$ cat config.mk
export PLATFORM = sky130hd
export DESIGN_NAME = mult3_event_fifo
export DESIGN_NICKNAME = d
export VERILOG_FILES = /design/src/rtl/mult3_event_fifo.sv
export SDC_FILE = /design/constraint.sdc
export NUM_CORES = 1
export LEC_CHECK = 0
export CAP_MARGIN = 20
export CORE_MARGIN = 4
export CORE_UTILIZATION = 50
export DETAILED_ROUTE_END_ITERATION = 10
export PLACE_DENSITY = 0.75
export RECOVER_POWER = 50
export SYNTH_ARGS = -nofsm -noshare
export SYNTH_HDL_FRONTEND = slang
export SYNTH_SLANG_ARGS = --single-unit
$ cat constraint.sdc
create_clock -name clk -period 6.7 [get_ports clk]
set_input_delay 1.005 -clock clk [delete_from_list [all_inputs] [get_ports clk]]
set_output_delay 1.005 -clock clk [all_outputs]
set_load 0.01 [all_outputs]
$ cat src/rtl/mult3_event_fifo.sv
// Event FIFO capturing counter values flagged as multiples of 3, with overflow-drop
// and upstream counter wrap-around statistics.
module mult3_event_fifo #(
  parameter int unsigned DEPTH = 8,
  parameter int unsigned WIDTH = 16
) (
  input  logic                     clk,
  input  logic                     rstn,
  input  logic [WIDTH-1:0]         in_num,
  input  logic                     in_hit,
  input  logic                     in_en,
  output logic                     out_valid,
  output logic [WIDTH-1:0]         out_data,
  input  logic                     out_ready,
  output logic [$clog2(DEPTH):0]   level,
  output logic                     full,
  output logic                     empty,
  output logic [7:0]               drop_cnt,
  output logic [7:0]               wrap_cnt
);

  localparam int unsigned AW = $clog2(DEPTH);
  localparam logic [AW:0] FullLevel = (AW+1)'(DEPTH);

  logic [WIDTH-1:0] mem_q [DEPTH];
  logic [AW-1:0]    wr_ptr_q, rd_ptr_q;
  logic [AW:0]      level_q;
  logic [WIDTH-1:0] prev_num_q;
  logic             prev_ok_q;
  logic [7:0]       drop_q, wrap_q;
  logic             push, pop, drop, wrap;

  always_comb begin
    empty     = (level_q == '0);
    full      = (level_q == FullLevel);
    out_valid = !empty;
    pop       = out_valid & out_ready;
    // A pop in the same cycle frees a slot, so a full FIFO can still accept.
    push      = in_en & in_hit & (!full | pop);
    drop      = in_en & in_hit & full & !pop;
    wrap      = in_en & prev_ok_q & (in_num < prev_num_q);
    out_data  = empty ? '0 : mem_q[rd_ptr_q];
    level     = level_q;
    drop_cnt  = drop_q;
    wrap_cnt  = wrap_q;
  end

  always_ff @(posedge clk) begin
    if (!rstn) begin
      wr_ptr_q   <= '0;
      rd_ptr_q   <= '0;
      level_q    <= '0;
      prev_num_q <= '0;
      prev_ok_q  <= 1'b0;
      drop_q     <= '0;
      wrap_q     <= '0;
    end else begin
      if (push) wr_ptr_q <= wr_ptr_q + 1'b1;
      if (pop)  rd_ptr_q <= rd_ptr_q + 1'b1;
      if (push && !pop) begin
        level_q <= level_q + 1'b1;
      end else if (pop && !push) begin
        level_q <= level_q - 1'b1;
      end
      if (drop && drop_q != 8'hff) drop_q <= drop_q + 1'b1;
      if (wrap) wrap_q <= wrap_q + 1'b1;
      if (in_en) begin
        prev_num_q <= in_num;
        prev_ok_q  <= 1'b1;
      end
    end
  end

  // Storage needs no reset; empty masks stale contents on out_data.
  always_ff @(posedge clk) begin
    if (rstn && push) mem_q[wr_ptr_q] <= in_num;
  end

endmodule

* Word-level counts from Yosys, hierarchy flattened *
Memory sizes are Yosys's and may differ from the RTL's. A register that Yosys moved wholly into a read port is not among the register bits.
Index checks and enable logic that the tools add are counted.

word-level totals
  memories = 1
  RAM bits = 128
  output and inout port bits = 39
  register bits after elaboration = 43

memory list
  name   words  width  read ports  clocked after Yosys merged registers in  wr ports  line  source
  mem_q  8      16     1           1                                        1         25    logic [WIDTH-1:0] mem_q [DEPTH];

operators by class
  reductions and logical operators = 10
  add/subtract/negate cells = 6
  bitwise logic cells = 8
  equality and inequality tests = 2
  mux-type cells = 7
  order comparisons = 1

operators with widths
  cell                                                                 number
  8-bit by 1-bit adder with 8-bit output (second input constant)       2
  16-bit < comparator                                                  1
  16-bit two-way mux                                                   1
  4-bit two-way mux                                                    2
  8-bit != test (second input constant)                                1
  1-bit AND                                                            7
  3-bit by 1-bit adder with 3-bit output (second input constant)       2
  3-bit two-way mux                                                    2
  4-bit by 1-bit adder with 4-bit output (second input constant)       1
  4-bit == test (second input constant)                                1
  1-bit logical AND                                                    4
  1-bit zero test                                                      4
  4-bit zero test                                                      1
  4-bit by 1-bit subtractor with 4-bit output (second input constant)  1
  1-bit two-way mux                                                    2
  2-bit nonzero test                                                   1
  1-bit bitwise OR                                                     1

* Longest topological paths before layout *
  word-level depth = 9
  mapped depth = 12
  depth with buffers taken out = 11

* Least setup slack after synthesis *
Ideal clock, no wire load.

  path type = input to register
  from = input in_en
  to = memory mem_q[1][0] (enable)
  cell stages on the path = 4
  data required time = 6270 ps
  arrival = 3093 ps
  path slack = 3177 ps
  library setup time = 430 ps
  path through = buf_4 nand2_1 a21o_1 nor4_1

between the ends
  cells in the longest elaborated chain, start to end = 5

RTL lines
  what                                     line  source
  from (decl)                              11    input logic in_en,
  1-bit AND (2 in a row)                   39    push = in_en & in_hit & (!full | pop);
  1-bit logical AND                        76    if (rstn && push) mem_q[wr_ptr_q] <= in_num;
  1-bit two-way mux                        76
  1-bit two-way mux (not written as such)  76
  to (decl)                                25

No other way between the ends.

* Final worst setup path *
  from = input in_en
  to = register level_q[3] (netlist: level[3])

between the ends
  cells in the longest elaborated chain, start to end = 5
  elaborated cells between the ends (all ways) = 7
  those cells by class = mux (1); bitwise (2); reduce/logical (4)

RTL lines
  what                          line  source
  1-bit AND * (2 in a row)      39
  1-bit zero test               62    end else if (pop && !push) begin
  1-bit logical AND             62
  2-bit nonzero test (no line)  n/a
  to (signal assigned)          61    level_q <= level_q + 1'b1;
  to (signal assigned)          63    level_q <= level_q - 1'b1;
  to (decl)                     27    logic [AW:0] level_q;

Mark *: on every way between the ends. The rest lies on a longest branch, timed or not.
A chain may end at the register's enable or synchronous reset.

==> run metrics <==
EDFF count, synth=128; Die Area=16440 um^2; RePlAce Congestion=0.7989; Final Non-Filler Cells=740; Synth warnings=0; CTS tree=built; layout cells sized above 1=~15%; Power Density=approximately 320 nW/um^2; Finish-stage setup viols=0; first-pass GRT wire length=23.09 mm; Yosys cell types=43; skew final=approximately 8 ps; global-route usage over all layers=18.43%; Top-Level Pins=60; Post-DRT Antenna Nets=0; cts repair resizes=0; grt total ovfl=0; ys async rst share=0%; register area share after synthesis=65.94%; Tcrit/Tclk final=between 60% and 70%; # clock sinks=174; Mapped Cells=around 480; Inserted Clock Buffers=17; CTS max path bufs=2; Crit. End Element=register; Final Hold Vio Count=0; Pleak=2.964 nW; routed wire length=13.94 mm; Die X=128.2 um; Yosys reg bits=174; Initial Util=51.46%; R2R depth=11; placed cell count=707; postcts setup bufs=0; Cell Area, Synth=between 7000 and 8000 um^2; RSZ-0062 raised after global routing=no; vias in the first global route=4368; number of fill cells=1023; routed len/inst=18.84 um; largest net degree at the start of global routing=33; prevailing post-synth register cell=edfxtp_1; core area=approximately 14000 um^2; die extent in y=~130 um; required time at the worst-slack endpoint=7030 ps; Hold Buf Count CTS=0; worst hold stages=2; Slew headroom=between 20 and 25%; Tmin final=~4200 ps; Syn-to-layout area delta=19.50%; max_cap viols=0; max-slew violations=0; nets@finish=~590; Achievable Freq=about 240 MHz; DRT Pass-1 Iters=7; # DRC=0; hold crit path type=register to register; DR vias=4083; final core utilization=61.49%; Worst-Skew Late Latency=410 ps; Rows=43; Mean Syn Cell Area=15.15 um^2; ANT cells=0; actual slew at the worst max-slew pin=1199 ps; maximum vdd drop=between 0.00015 and 0.0002 V; initial drt markers=275; clock root cell=clkbuf_16; initial antenna violation count=0; status=complete, no violations; H-tree Lvls=4; Mapped Nets=521; DP Wirelength=around 9.3 mm; crit path kind=input pin to register; TNS Setup=0 ps; crit path DAT=4500 ps; Critical Path Source Type=input pin; CP max FO=19; Buffers on Ports=59; Reg clk slew, reported paths=60 ps; drt via density=5.518
metal layers:
layer	vias to the layer above	GRT usage (%)	part of all wire, %
met5	-	0	0
met4	0	4.370	0.71
met3	8	4.292	4.1
met2	99	30.59	50
met1	2039	24.86	45
li1	1937	-	-
state kept, by name, summed over array words and instances (netlist names), named ones only:
| signal | flops |
|---|---|
| prev_num_q | 16 |
| wr_ptr_q | 3 |
| rd_ptr_q | 3 |
| mem_q | 128 |
| prev_ok_q | 1 |
| drop_cnt | 8 |
| level | 4 |
| wrap_cnt | 8 |
path summary, 6_finish.rpt:
| path | slack (ps) | to | from |
|---|---|---|---|
| worst max-delay path | 2520 | level[3]$_SDFFE_PN0P_ | in_en |
| worst min-delay path | 470 | wrap_cnt[7]$_SDFFE_PN0P_ | wrap_cnt[7]$_SDFFE_PN0P_ |
| worst max register to register | 3560 | level[3]$_SDFFE_PN0P_ | level[0]$_SDFFE_PN0P_ |
| worst min register to register | 470 | wrap_cnt[7]$_SDFFE_PN0P_ | wrap_cnt[7]$_SDFFE_PN0P_ |
critical path: stages:
cell,delay [ps]
dlygate4sd3_1,1250
nand2_1,200
a21o_1,340
inv_1,200
ha_1,220
inv_1,100
ha_1,280
a21o_1,170
a21oi_1,190
xnor2_1,100
or3_1,310
a21oi_1,140
cells in the final DEF, fill, tap and decap left out, drive strengths merged, types with 2 or more instances in the layout:
cell type	count
or3	4
mux4	32
nor2	54
clkdlybuf4s50	22
a211oi	2
xor2	10
nor4	5
and2	2
nand4	5
dfxtp	46
edfxtp	128
nand2	25
mux2i	39
buf	9
nand2b	6
dlygate4sd3	37
inv	25
clkbuf	20
clkinvlp	2
a21o	2
xnor2	3
a21oi	12
o21ai	5
clkinv	8
nand3	9
ha	22
or4	3
nor3	8
report_power, final:
part           internal, mW  switching (mW)  leakage [nW]
clock network         0.514           0.401         0.266
registers              1.19          0.0410          1.53
logic                 0.322           0.286          1.17
total                  2.02           0.729          2.96
cells by family after synthesis:
group	synth area share, %
compound gates	2.338
mux	15.38
flops	65.94
fa+ha+maj	4.087
xor+xnor	1.576
buf+inv	2.234
simple gates	8.450
final cells by class:
class | count | area [um^2] | area share [%]
clock inverters | 13 | 116.4 | 1.348
repair buffers | 69 | 661.9 | 7.666
clock buffers | 19 | 432.9 | 5.014
multi-input cells | 262 | 2345 | 27.16
well taps | 180 | 225.2 | 2.608
flip-flops and latches | 174 | 4767 | 55.21
inverters | 23 | 86.33 | 0.9999
stage by stage:
| step | worst slack, ps | hold WS, ps | power [mW] | area, um^2 |
|---|---|---|---|---|
| floorplan | 3177 | 440.5 | 1.613 | 7226 |
| global placement | 2271 | 456.0 | 1.860 | 8074 |
| detailed placement | 2174 | 467.4 | 1.878 | 8102 |
| CTS | 2588 | 478.9 | 2.788 | 8651 |
| global route | 2287 | 501.3 | 2.890 | 8635 |
| finish | 2524 | 471.8 | 2.753 | 8635 |
synth_stat cells (all sizes together), types with 2 or more instances:
library cell / instances / area share [%]
or3: 4 / 0.36
clkbuf: 10 / 0.52
o21ai: 5 / 0.35
mux4: 32 / 10
xnor2: 3 / 0.36
nand4: 5 / 0.43
nor4: 5 / 0.43
nand2b: 6 / 0.62
nor2: 54 / 2.8
nand3: 9 / 0.62
or4: 3 / 0.31
ha: 22 / 3.8
mux2i: 39 / 5.4
nand2: 25 / 1.3
edfxtp: 128 / 53
a21o: 2 / 0.21
dfxtp: 46 / 13
inv: 22 / 1.1
a21oi: 12 / 0.83
a211oi: 2 / 0.21
xor2: 10 / 1.2
and2: 2 / 0.17
nor3: 8 / 0.55
buf: 8 / 0.52
(Power assumes the default switching activity.)
